===== config.mk =====
export PLATFORM = sky130hd
export DESIGN_NAME = video_write_scheduler
export DESIGN_NICKNAME = d
export VERILOG_FILES = /design/src/rtl/video_write_scheduler.sv
export SDC_FILE = /design/constraint.sdc
export NUM_CORES = 1
export LEC_CHECK = 0
export CORE_MARGIN = 2
export CORE_UTILIZATION = 50
export DETAILED_ROUTE_END_ITERATION = 8
export HOLD_SLACK_MARGIN = 0.15
export PLACE_DENSITY_LB_ADDON = 0.25
export SKIP_CTS_REPAIR_TIMING = 1
export SYNTH_ARGS = -nofsm -noshare
export SYNTH_HDL_FRONTEND = slang
export SYNTH_SLANG_ARGS = --single-unit
export TNS_END_PERCENT = 5

===== constraint.sdc =====
create_clock -name clk -period 2.6 [get_ports clk]
set_input_delay 0.78 -clock clk [delete_from_list [all_inputs] [get_ports clk]]
set_output_delay 0.78 -clock clk [all_outputs]
set_load 0.1 [all_outputs]

===== src/rtl/video_write_scheduler.sv =====
// Write-port scheduler for text-mode video memory: shares one masked write port
// between a CPU single-cell stream and a raster rectangle-fill engine.
`ifndef TEXTCOLS_CHAR
`define TEXTCOLS_CHAR 80
`endif
`ifndef TEXTROWS_CHAR
`define TEXTROWS_CHAR 30
`endif
`ifndef TEXTCOLS_RANGE
`define TEXTCOLS_RANGE 6:0
`endif
`ifndef TEXTROWS_RANGE
`define TEXTROWS_RANGE 4:0
`endif
`ifndef CHARATTR_RANGE
`define CHARATTR_RANGE 23:0
`endif

module video_write_scheduler #(
    parameter int COLS = `TEXTCOLS_CHAR,
    parameter int ROWS = `TEXTROWS_CHAR
) (
    input  logic                    clk,
    input  logic                    reset,
    input  logic                    cpu_valid,
    output logic                    cpu_ready,
    input  logic [15:0]             cpu_address,
    input  logic [`CHARATTR_RANGE]  cpu_value,
    input  logic [`CHARATTR_RANGE]  cpu_mask,
    input  logic                    fill_start,
    input  logic [`TEXTCOLS_RANGE]  fill_x0,
    input  logic [`TEXTCOLS_RANGE]  fill_x1,
    input  logic [`TEXTROWS_RANGE]  fill_y0,
    input  logic [`TEXTROWS_RANGE]  fill_y1,
    input  logic [`CHARATTR_RANGE]  fill_value,
    input  logic [`CHARATTR_RANGE]  fill_mask,
    output logic                    fill_busy,
    output logic                    fill_done,
    output logic                    fill_error,
    output logic                    video_write,
    output logic [15:0]             video_address,
    output logic [`CHARATTR_RANGE]  video_value,
    output logic [`CHARATTR_RANGE]  video_mask
);

    typedef enum logic {IDLE, FILL} state_t;

    state_t                   state, state_n;
    logic [`TEXTCOLS_RANGE]   x, x0, x1;
    logic [`TEXTROWS_RANGE]   y, y1;
    logic [15:0]              row_base, y0_base;
    logic [`CHARATTR_RANGE]   fval, fmask;
    logic                     last_fill;
    logic                     grant_cpu, grant_fill, accept, reject, at_last, bad_cmd;

    // y0*COLS as a shift/add sum over the set bits of y0, ready on the accept edge
    always_comb begin
        y0_base = '0;
        for (int i = 0; i < $bits(fill_y0); i++)
            if (fill_y0[i]) y0_base = y0_base + 16'(COLS << i);
    end

    assign bad_cmd   = (fill_x0 > fill_x1) || (fill_y0 > fill_y1) ||
                       (int'(fill_x1) >= COLS) || (int'(fill_y1) >= ROWS);
    assign at_last   = (x == x1) && (y == y1);
    assign fill_busy = (state == FILL);
    assign cpu_ready = (state == IDLE) || last_fill;

    always_ff @(posedge clk or negedge reset) begin
        if (!reset) state <= IDLE;
        else        state <= state_n;
    end

    always_comb begin
        state_n    = state;
        grant_cpu  = 1'b0;
        grant_fill = 1'b0;
        accept     = 1'b0;
        reject     = 1'b0;
        case (state)
            IDLE: begin
                grant_cpu = cpu_valid;
                if (fill_start) begin
                    if (bad_cmd) reject = 1'b1;
                    else begin
                        accept  = 1'b1;
                        state_n = FILL;
                    end
                end
            end
            FILL: begin
                if (cpu_valid && last_fill) grant_cpu = 1'b1;
                else begin
                    grant_fill = 1'b1;
                    if (at_last) state_n = IDLE;
                end
            end
            default: state_n = IDLE;
        endcase
    end

    always_ff @(posedge clk or negedge reset) begin
        if (!reset) begin
            video_write   <= 1'b0;
            video_address <= '0;
            video_value   <= '0;
            video_mask    <= '0;
            fill_done     <= 1'b0;
            fill_error    <= 1'b0;
            last_fill     <= 1'b0;
            x             <= '0;
            x0            <= '0;
            x1            <= '0;
            y             <= '0;
            y1            <= '0;
            row_base      <= '0;
            fval          <= '0;
            fmask         <= '0;
        end else begin
            video_write <= grant_cpu || grant_fill;
            fill_done   <= grant_fill && at_last;
            fill_error  <= reject;
            if (grant_cpu) begin
                video_address <= cpu_address;
                video_value   <= cpu_value;
                video_mask    <= cpu_mask;
                last_fill     <= 1'b0;
            end else if (grant_fill) begin
                video_address <= row_base + 16'(x);
                video_value   <= fval;
                video_mask    <= fmask;
                last_fill     <= 1'b1;
                if (x == x1) begin
                    x        <= x0;
                    y        <= y + 1'b1;
                    row_base <= row_base + 16'(COLS);
                end else begin
                    x <= x + 1'b1;
                end
            end
            // accept only happens in IDLE, so it never collides with a fill grant
            if (accept) begin
                x         <= fill_x0;
                x0        <= fill_x0;
                x1        <= fill_x1;
                y         <= fill_y0;
                y1        <= fill_y1;
                row_base  <= y0_base;
                fval      <= fill_value;
                fmask     <= fill_mask;
                last_fill <= 1'b0;
            end
        end
    end

endmodule


; ---- Yosys cells after proc, flatten, opt, wreduce, memory -nomap -nowiden
; Cells that the tools add are included.
[totals]
rom_bits = 0
out_inout_bits = 69
regBits = 164
latch_bits = 0
ram_bits = 0
wordCells = 85
in_bits = 140
memories = 0
[op_classes]
n_reduce_logical = 14
mul = 0
add_sub_neg = 8
muxes = 39
n_eq_ne = 3
n_div = 0
magnitude_cmp = 4
n_bitwise = 1
shift = 0
[ops]
columns = operator, n
row1 = two-way mux 16 bit, 10
row2 = two-way mux 24 bit, 4
row3 = two-way mux 7 bit, 5
row4 = two-way mux 5 bit, 4
row5 = "adder 16 x 10 -> 16 bit, second input constant", 1
row6 = "adder 16 x 11 -> 16 bit, second input constant", 1
row7 = adder 16 x 7 -> 16 bit, 1
row8 = "adder 16 x 7 -> 16 bit, second input constant", 1
row9 = "adder 16 x 8 -> 16 bit, second input constant", 1
row10 = "adder 16 x 9 -> 16 bit, second input constant", 1
row11 = two-way mux 1 bit, 14
row12 = "adder 7 x 1 -> 7 bit, second input constant", 1
row13 = equality test 7 bit, 1
row14 = ">= comparator 7 bit, second input constant", 1
row15 = greater-than comparator 7 bit, 1
row16 = nonzero test 2 bit, 3
row17 = "adder 5 x 1 -> 5 bit, second input constant", 1
row18 = equality test 5 bit, 1
row19 = ">= comparator 5 bit, second input constant", 1
row20 = greater-than comparator 5 bit, 1
row21 = logical OR 1 bit, 5
row22 = one-hot mux 1 bit (2 select lines), 2
row23 = logical AND 1 bit, 3
row24 = AND reduction 3 bit, 1
row25 = other kinds (4), 4

; ---- Logic depth before layout (Yosys ltp)
; Gate-level depths: netlist (run 1).
[depth]
word_depth = 10
depth_mapped = 11
ltp_nobuf = 10

; ---- Least setup slack after synthesis (run 1)
; OpenSTA, ideal clock, no wires.
[synth_timing]
path_kind = flip-flop to output port
start = register state (netlist: fill_busy)
end = output port cpu_ready
arrival_time_ns = 1.998
required_time_ns = 1.820
path_buffers = 2
stages_incl_launch_ff = 4
slack_ns = -0.178
cell_sequence = dfrtp_1 -> buf_4 -> clkbuf_1 -> nand2b_1
[synth_between]
elab_chain_len = 2
[synth_rtl]
columns = item, line_no
row1 = "start, declared", 48  ; state_t state, state_n;
row2 = "start signal, assigned", 71  ; else state <= state_n;
row3 = NOT 1 bit, --
row4 = logical OR 1 bit, 67  ; assign cpu_ready = (state == IDLE) || last_fill;
row5 = "end, declared", 26  ; output logic cpu_ready,
; No other way between the ends.

; ---- Worst setup path in the final report (run 1)
[layout_timing]
start = input port fill_y1[4]
end = register x[2]
[layout_between]
elab_chain_len = 9
elab_cells_between_ends = 12
cone_classes = order compare: 2 / eq/ne: 1 / mux: 4 / reduce/logical: 5
[layout_rtl]
columns = item, line_no
row1 = "start, declared", 34  ; input logic [`TEXTROWS_RANGE] fill_y1,
row2 = greater-than comparator 5 bit, 63  ; assign bad_cmd = (fill_x0 > fill_x1) || (fill_y0 > fill_y1) ||
row3 = logical OR 1 bit (2 in series), 63
row4 = logical OR 1 bit (*), 64  ; (int'(fill_x1) >= COLS) || (int'(fill_y1) >= ROWS);
row5 = two-way mux 1 bit (*), 84  ; if (bad_cmd) reject = 1'b1;
row6 = two-way mux 1 bit (*), 83  ; if (fill_start) begin
row7 = two-way mux 1 bit (*), 80  ; case (state)
row8 = inequality test 2 x 1 -> 1 bit (no source line) / nonzero test 2 bit (equally long branches), --
row9 = AND reduction 2 bit (no source line), --
row10 = "end signal, assigned", 138  ; x <= x + 1'b1;
row11 = "end signal, assigned", 143  ; x <= fill_x0;
row12 = "end, declared", 49  ; logic [`TEXTCOLS_RANGE] x, x0, x1;
; Mark *: on every way between the ends. The rest lies on a longest branch, timed or not.
; A chain may end at the register's enable or synchronous reset.

==> results of run 1 <==
-- power by group --
group | total [mW] | switching [mW] | leakage (nW) | internal [mW]
registers | 4.53 | 0.865 | 1.99 | 3.67
clock network | 2.62 | 0.992 | 0.290 | 1.63
logic | 7.76 | 5.59 | 3.17 | 2.17
total | 14.9 | 7.45 | 5.45 | 7.47
-- per-layer routing --
metal / wire (um) / vias up
met5: 0 / -
met4: 726 / 0
met1: 10200 / 3725
li1: - / 3697
met2: 12200 / 335
met3: 1620 / 54
-- per-stage QoR --
step                      setup WS [ps]  utilization, %
after detailed placement           -555            65.4
after floorplan                    21.6               -
final                              34.4            71.0
after CTS                          -119            69.2
after global placement             -488            65.4
after global routing              -73.6            71.0
-- state kept, by name (all words and copies together) (netlist names), 12 cells and up --
name,flops
fmask,24
fval,24
row_base,12
video_address,16
video_mask,24
video_value,24
-- cell type report --
type | count | area share (%)
clock buffers | 22 | 3.91
repair buffers | 263 | 22.2
clock inverters | 10 | 1.39
well taps | 220 | 2.37
inverters | 71 | 2.30
flip-flops and latches | 160 | 34.5
multi-input cells | 654 | 33.3
-- worst max-delay path, stage by stage --
cell	delay (ps)
clkdlybuf4s50_1	460
inv_1	80
buf_4	150
o41ai_1	560
a211oi_4	90
and3_4	240
clkbuf_16	170
a221o_1	350
-- synth_stat cells (all sizes together), types with 3 or more instances --
library cell  count  area [um^2]
nand2           193          727
dfrtp           160         4000
nor2             81          304
a21oi            75          375
inv              71          267
o22ai            56          350
a31oi            54          338
clkbuf           53          199
o21ai            32          160
xnor2            28          245
ha               22          275
buf              18         87.6
mux2             14          158
nand3            14         70.1
xor2             12          105
nand3b           11         82.6
nor4              7         77.6
a211oi            6         45.0
nand4             5         31.3
nor2b             5         31.3
a221o             4         40.0
and3              4         25.0
mux2i             4         40.0
o221ai            3         26.3
-- logic make-up after synthesis --
kind of cell,Yosys count
muxes,18
adders and majority gates,22
xor gates and xnor gates,40
AOI/OAI and AO/OA,245
and+or+nand+nor,329
DFF,160
buffers and inverters,142
-- cells in the final DEF, fill, tap and decap left out, types with 13 or more instances in the layout --
| cell type | netlist | final |
|---|---|---|
| nand2_1 | 192 | 192 |
| a21oi_1 | 75 | 73 |
| a31oi_1 | 54 | 54 |
| xnor2_1 | 28 | 28 |
| mux2_2 | 14 | 13 |
| dfrtp_1 | 160 | 158 |
| ha_1 | 22 | 16 |
| o22ai_1 | 56 | 56 |
| buf_4 | 1 | 105 |
| clkbuf_16 | 0 | 21 |
| o21ai_0 | 31 | 30 |
| clkdlybuf4s50_1 | 0 | 129 |
| nor2_1 | 81 | 80 |
| inv_1 | 71 | 66 |
-- how the worst max path moves through the flow --
stage / startpoint / endpoint / slack (ps) / cells after the start
after floorplan: fill_y1[3] / fmask[10]$_DFFE_PN0P_ / 20 / 11
after global placement: fill_y0[1] / row_base[9]$_DFFE_PN0P_ / -490 / 10
after detailed placement: fill_y1[3] / x[2]$_DFFE_PN0P_ / -550 / 10
after CTS: fill_y1[3] / x[2]$_DFFE_PN0P_ / -120 / 10
after global routing: fill_y1[4] / x[2]$_DFFE_PN0P_ / -70 / 8
final: fill_y1[4] / x[2]$_DFFE_PN0P_ / 30 / 8
==> flow_metrics.tcl, run 1 <==
set metrics [dict create \
    drive_gt1_share_pct 17.1 \
    ys_warn_count 0 \
    synth_adder_area_share_pct 3.33 \
    grt_usage_pct 27.8 \
    hold_viol_final 0 \
    grt_antenna_before_repair 0 \
    muxShareOfSynthArea_pct 2.39 \
    synthSimpleGateAreaFrac_pct 17.2 \
    grt_pass1_wl_um 39200 \
    cp_max_fo 7 \
    post-route-period-util_pct 98.7 \
    avgRoutedWirePerCell_um 17.7 \
    dominantRegCellSynth "dfrtp_1" \
    synthesis.nets 1118 \
    avgSynthCellArea_um2 8.65 \
    r2r_setup_slack_ps 520 \
    synth_compound_area_share_pct 17.7 \
    place.detailed.hpwl_um 16300 \
    critical_path_class "in -> reg" \
    power.total_mw 14.9 \
    gr-usage-met1_pct 35.9 \
    layoutNonFillerInstCount 1400 \
    num_rows 47 \
    tightest_slew_ps 781 \
    vias_per_cell 5.58 \
    register_area_mm2 0.00401 \
    dieArea_mm2 0.0176 \
    vdd_drop_max_mv 1.01 \
    antenna_cells 0 \
    grt_remaining_overflow 0 \
    area_growth_syn_to_layout_pct 40.3 \
    r2r_cells 6 \
    setup_tns_ps 0 \
    synth-edff-count 0 \
    vias 7811 \
    dr.pass1.iters 5 \
    dp_cells 1362 \
    setup_violations 0 \
    die_h_um 133 \
    relSlewSlack_pct 47.9 \
    cp.required_ps 2900 \
    worstPathArrival_ps 2870 \
    yosys_register_bits 160 \
    startpoint_type "primary input" \
    multi_input_area_mm2 0.00387 \
    clkTransAtPathRegs_ps 60 \
    grt.busiest_layer "met2" \
    p_leak_nw 5.45 \
    maxCapViolCount 0 \
    use_met3_pct 5.44 \
    ys_types 49 \
    ys_async_sr_fraction_pct 100 \
    cts_sinks 160 \
    ios 209 \
    grt_max_degree 185 \
    synthXorXnorAreaFrac_pct 4.24 \
    grt_use_met2_pct 47.0 \
    clkLatencyLatePin_ps 430 \
    r2r_end "row_base[9]$_DFFE_PN0P_" \
    drt-total-wl_um 24700 \
    holdCritPathClass "in -> async" \
    clockBufferDepth 2 \
    drv_slew 0 \
    num-nets-final 1329 \
    io_buffers 208 \
    root_buffer "clkbuf_16" \
    htreeDepth 4 \
    reg2reg_from "x[6]$_DFFE_PN0P_" \
    die_w_um 133 \
    fillCellCount 1263 \
    cts_tree "built" \
    place_congestion 0.852 \
    cts_buffers 17 \
    drc 0 \
    fin_area_mm2 0.0116 \
    outcome "finished clean" \
    period_needed_ps 2570 \
    syn_area_mm2 0.00827 \
    synthCells 956 \
    synth_top_family_by_area "compound AO/OA/AOI/OAI gates" \
    skew_ps 12.2 \
    drt_iter0_drc 715 \
    antenna_left 0 \
    synth-seq-area-share_pct 48.4 \
    fmax_mhz 390 \
    grt_pass1_vias 7761 \
    power_density_mw_per_mm2 1290 \
    whs_ps 319 \
    coreArea_mm2 0.0163 \
    cp-end-kind "flip-flop" \
    start_util_pct 50.6 \
    placed_area_mm2 0.0107 \
]
No activity file was read; power rests on OpenSTA's default activity.
==> inputs of run 2 (changes only) <==
CORE_ASPECT_RATIO = 2   (was not set)
SLEW_MARGIN = 20   (was not set)
==> run 2 against run 1 <==
Against the previous run: clock power is 2% lower; die area is 0.36% higher; design area is 0.49% lower; clock skew barely moved; sequential share of layout area rose by 0.17 points; non-clock buffer count is 1 higher; worst setup slack worse by 2.7 ps; critical path type unchanged; largest power group unchanged.
==> flow_metrics.tcl, run 2 (synthesis gave the netlist of run 1 again) <==
set metrics [dict create \
    outcome "finished clean" \
    fin_ws_ps 31.7 \
    holdCritPathClass "in -> async" \
    htreeDepth 4 \
    dr.pass1.iters 5 \
    ios 209 \
    root_buffer "clkbuf_16" \
    crit_slowest_cell "clkdlybuf4s50_1" \
    tightest_slew_ps 770 \
    setup_violations 0 \
    cts_sinks 160 \
    mostFrequentLayoutCell "nand2_1" \
    coreArea_mm2 0.0163 \
    vdd_drop_max_mv 0.635 \
    clkTransAtPathRegs_ps 60 \
    drt_iter0_drc 436 \
    relSlewSlack_pct 48.7 \
    dieArea_mm2 0.0177 \
    place_congestion 0.865 \
    r2r_cells 7 \
    area_growth_syn_to_layout_pct 39.6 \
    antenna_left 0 \
    clockBufferDepth 2 \
    grt_antenna_before_repair 0 \
    drt-total-wl_um 25300 \
    critical_path_class "in -> reg" \
    p_leak_nw 5.41 \
    start_util_pct 50.8 \
    io_buffers 208 \
    cts_buffers 17 \
    drc 0 \
    place_ws_ps -592 \
    layout_common_cells "192 x nand2_1, 158 x dfrtp_1, 134 x clkdlybuf4s50_1" \
    critPathTopFamily "buffers and inverters" \
    period_needed_ps 2570 \
    post-route-period-util_pct 98.8 \
    r2r_setup_slack_ps 400 \
    reg2reg_from "x[2]$_DFFE_PN0P_" \
    setup_tns_ps 0 \
    hold_viol_final 0 \
    num_rows 66 \
    avgRoutedWirePerCell_um 18.3 \
    cp-end-kind "flip-flop" \
    skew_ps 12.3 \
    drv_slew 0 \
    die_h_um 186 \
    cts_tree "built" \
    power.total_mw 14.9 \
    worstPathArrival_ps 2920 \
    critical_path_buf_inv_count 4 \
    grt_pass1_wl_um 38100 \
    power_density_mw_per_mm2 1290 \
    cpPeakStageDelay_ps 460 \
    vias_per_cell 5.63 \
    maxCapViolCount 0 \
    die_w_um 95.0 \
    grt_remaining_overflow 0 \
    cp_cell_sequence "clkdlybuf4s50_1 -> inv_1 -> ha_4 -> and3_4 -> nand3_2 -> a211oi_4 -> and3_4 -> buf_12 -> clkbuf_16 -> nand2_1 -> nand2_1" \
    drive_gt1_share_pct 17.1 \
    place.detailed.hpwl_um 17000 \
    cp_max_fo 11 \
    vias 7782 \
    grt_usage_pct 28.0 \
    cp.required_ps 2950 \
    num-nets-final 1330 \
    r2r_end "row_base[15]$_DFFE_PN0P_" \
    grt_pass1_vias 7798 \
    fmax_mhz 389 \
    clkLatencyLatePin_ps 430 \
    grt_max_degree 170 \
    startpoint_type "primary input" \
]
## run 2: changes by cell type in the layout (fill, tap and decap cells not counted), sizes merged
cell / before / now
dlymetal6s2s: 8 / 3
bufinv: 4 / 3
diode: 0 / 1
clkinvlp: 3 / 1
clkbuf: 26 / 27
buf: 122 / 123
clkdlybuf4s50: 129 / 134
clkinv: 3 / 2
## run 2: per-stage QoR
step	utilization, %	cell area [um^2]	std cells	hold WS, ps
5_1_grt	71.0	11500	1382	308
3_3_place_gp	65.6	10700	1347	458
6_report	71.0	11600	1383	274
4_1_cts	69.2	11300	1376	288
2_1_floorplan	-	8270	956	442
3_5_place_dp	65.6	10700	1347	463
## run 2: layout make-up
type	count	area, um^2
tap	204	255
multi-input combinational	654	3870
clock inverter	6	108
antenna	1	2.50
clock buffer	23	488
timing repair buffer	264	2550
inverter	71	267
fill	1254	4720
sequential	160	4010
## run 2: worst max-delay path by stage
stage / end / cells past startpoint / startpoint / slack (ps)
floorplan: fmask[10]$_DFFE_PN0P_ / 11 / fill_y1[3] / 20
global placement: row_base[9]$_DFFE_PN0P_ / 10 / fill_y0[1] / -510
detailed placement: row_base[9]$_DFFE_PN0P_ / 10 / fill_y0[1] / -590
CTS: row_base[9]$_DFFE_PN0P_ / 10 / fill_y0[1] / -140
global route: y[4]$_DFFE_PN0P_ / 11 / fill_y1[2] / -30
finish: fval[10]$_DFFE_PN0P_ / 11 / fill_y1[3] / 30
## run 2: metal layers
metal  part of all wire, %  routed length, um  track usage (%)
met1                    36               9070             30.7
met2                    54              13700             50.6
met3                   4.7               1190             3.89
met4                   5.3               1350             15.7
met5                     0                  0                0
## run 2: power by group
part	internal (mW)	total, mW	switching (mW)
clock network	1.60	2.57	0.975
registers	3.67	4.56	0.893
logic	2.18	7.79	5.61
total	7.44	14.9	7.48
==> inputs of run 3 (changes only) <==
PLACE_DENSITY = 0.87   (was not set)
PLACE_DENSITY_LB_ADDON = not set   (was 0.25)
==> run 3 against run 2 <==
Against the previous run: fmax increased by 0.24%; global-route usage increased by 0.21 points; non-clock buffer count grew 2; combinational power hardly changed; total power is 0.77% higher; sequential power about the same; critical path depth shrank 2; largest power group unchanged; sequential share of layout area rose by 0.094 points; worst hold slack gained 41 ps; utilization fell by 0.19 points; via count up 2.5%.
==> flow_metrics.tcl, run 3 (synthesis gave the netlist of run 1 again) <==
set metrics [dict create \
    final_util_pct 70.8 \
    num_rows 66 \
    drt_iter0_drc 479 \
    vias 7979 \
    num-nets-final 1333 \
    p_int_mw 7.49 \
    layout_common_cells "192 x nand2_1, 158 x dfrtp_1, 128 x clkdlybuf4s50_1" \
    multi_input_area_mm2 0.00386 \
    cpPeakStageDelay_ps 540 \
    grt_antenna_before_repair 1 \
    cts_tree "built" \
    hold_viol_final 0 \
    place.detailed.hpwl_um 17600 \
    maxCapViolCount 0 \
    coreArea_mm2 0.0163 \
    skew_ps 13.9 \
    die_h_um 186 \
    critical_path_class "in -> reg" \
    post-route-period-util_pct 98.5 \
    place_congestion 0.889 \
    holdCritPathClass "in -> async" \
    grt_usage_pct 28.2 \
    grt_max_degree 127 \
    die_w_um 95.0 \
    ios 209 \
    power_density_mw_per_mm2 1310 \
    clockBufferDepth 2 \
    drt-total-wl_um 25400 \
    fmax_mhz 390 \
    vias_per_cell 5.75 \
    critPathTopFamily "buffers and inverters" \
    outcome "finished clean" \
    grt_remaining_overflow 0 \
    cp-end-kind "flip-flop" \
    clkLatencyLatePin_ps 430 \
    avgRoutedWirePerCell_um 18.3 \
    dieArea_mm2 0.0177 \
    crit_slowest_cell "clkdlybuf4s50_1" \
    grt_pass1_wl_um 38300 \
    grt_pass1_vias 7779 \
    vdd_drop_max_mv 0.584 \
    cp_cell_sequence "clkdlybuf4s50_1 -> ha_4 -> a21oi_1 -> o21ai_0 -> a211oi_2 -> buf_4 -> nand3_4 -> mux2_4 -> a21o_1" \
    drv_slew 0 \
    power.total_mw 15.0 \
    cts_sinks 160 \
    register_area_mm2 0.00401 \
    setup_violations 0 \
    fillCellCount 1180 \
    worstPathArrival_ps 2880 \
    startpoint_type "primary input" \
    tightest_slew_ps 768 \
    relSlewSlack_pct 48.8 \
    drc 0 \
    power_frac_comb_pct 51.9 \
    start_util_pct 50.8 \
    seq_power_share_pct 30.5 \
    htreeDepth 4 \
    placed_area_mm2 0.0107 \
    p_sw_share_pct 50.2 \
    mostFrequentLayoutCell "nand2_1" \
    p_sw_mw 7.55 \
    root_buffer "clkbuf_16" \
    clkTransAtPathRegs_ps 70 \
    cp_max_fo 5 \
    fin_area_mm2 0.0115 \
    rsz0062_at_grt "true" \
    dr.pass1.iters 5 \
    pwr-share-clk_pct 17.7 \
    cp.required_ps 2920 \
    area_growth_syn_to_layout_pct 39.3 \
    cts_buffers 17 \
    p_leak_nw 5.45 \
    antenna_left 0 \
    period_needed_ps 2560 \
    io_buffers 208 \
    critical_path_buf_inv_count 2 \
    drive_gt1_share_pct 17.3 \
]
==> run 3: cell types whose count changed in the layout (fill, tap and decap cells not counted), sizes merged, moves of 2 or more <==
| cell | before | now |
|---|---|---|
| clkbuf | 27 | 21 |
| buf | 123 | 129 |
| clkinvlp | 1 | 3 |
| dlymetal6s2s | 3 | 9 |
| clkdlybuf4s50 | 134 | 128 |
==> run 3: final cells by class <==
type | instances | share of cell area, %
diodes | 1 | 0.0217
multi-input cells | 655 | 33.5
inverters | 71 | 2.31
flip-flops and latches | 160 | 34.8
repair buffers | 266 | 21.7
clock buffers | 21 | 4.00
clock inverters | 10 | 1.40
well taps | 204 | 2.22
==> run 3: per-stage QoR <==
stage               TNS, ps  hold WS [ps]  setup slack, ps  cells
floorplan                 0           442             21.6    956
global placement     -47880           458             -584   1350
detailed placement   -57010           463             -700   1350
CTS                  -16160           319             -284   1381
global route           -380           342            -52.7   1388
finish                    0           315             37.7   1388
==> run 3: worst reg2reg max path: cells and delay by family, from the launching register on <==
kind	cells	cell delay, ps
DFF	1	500
AOI/OAI and AO/OA	1	100
buffers and inverters	1	230
xor gates and xnor gates	1	220
and+or+nand+nor	3	1130
==> run 3: path summary, 6_finish.rpt <==
path	startpoint	endpoint	slack, ps	cells after the start
max in group asynchronous	reset	video_mask[0]$_DFFE_PN0P_	1630	2
worst max-delay path	fill_y0[4]	row_base[8]$_DFFE_PN0P_	40	9
worst min-delay path	reset	video_address[15]$_DFFE_PN0P_	320	1
worst max register to register	x[3]$_DFFE_PN0P_	row_base[9]$_DFFE_PN0P_	360	6
worst min register to register	fmask[3]$_DFFE_PN0P_	fmask[3]$_DFFE_PN0P_	480	2
min in group clk	fmask[3]$_DFFE_PN0P_	fmask[3]$_DFFE_PN0P_	480	2
==> run 3: layer usage <==
layer  up-vias  part of all wire [%]  global-route usage (%)
li1       3714                     -                       -
met1      3775                    34                    30.5
met2       379                    54                    50.0
met3       111                   5.1                    4.66
met4         0                   7.1                    17.6
met5         -                     0                       0
==> run 3: power groups by stage <==
stage / clock [mW] / combinational (mW) / sequential [mW]
6_report: 2.66 / 7.80 / 4.58
5_1_grt: 2.78 / 8.22 / 4.68
4_1_cts: 2.68 / 7.74 / 4.55
3_5_place_dp: 0 / 7.69 / 4.57
3_3_place_gp: 0 / 7.52 / 4.53
2_1_floorplan: 0 / 2.40 / 7.86
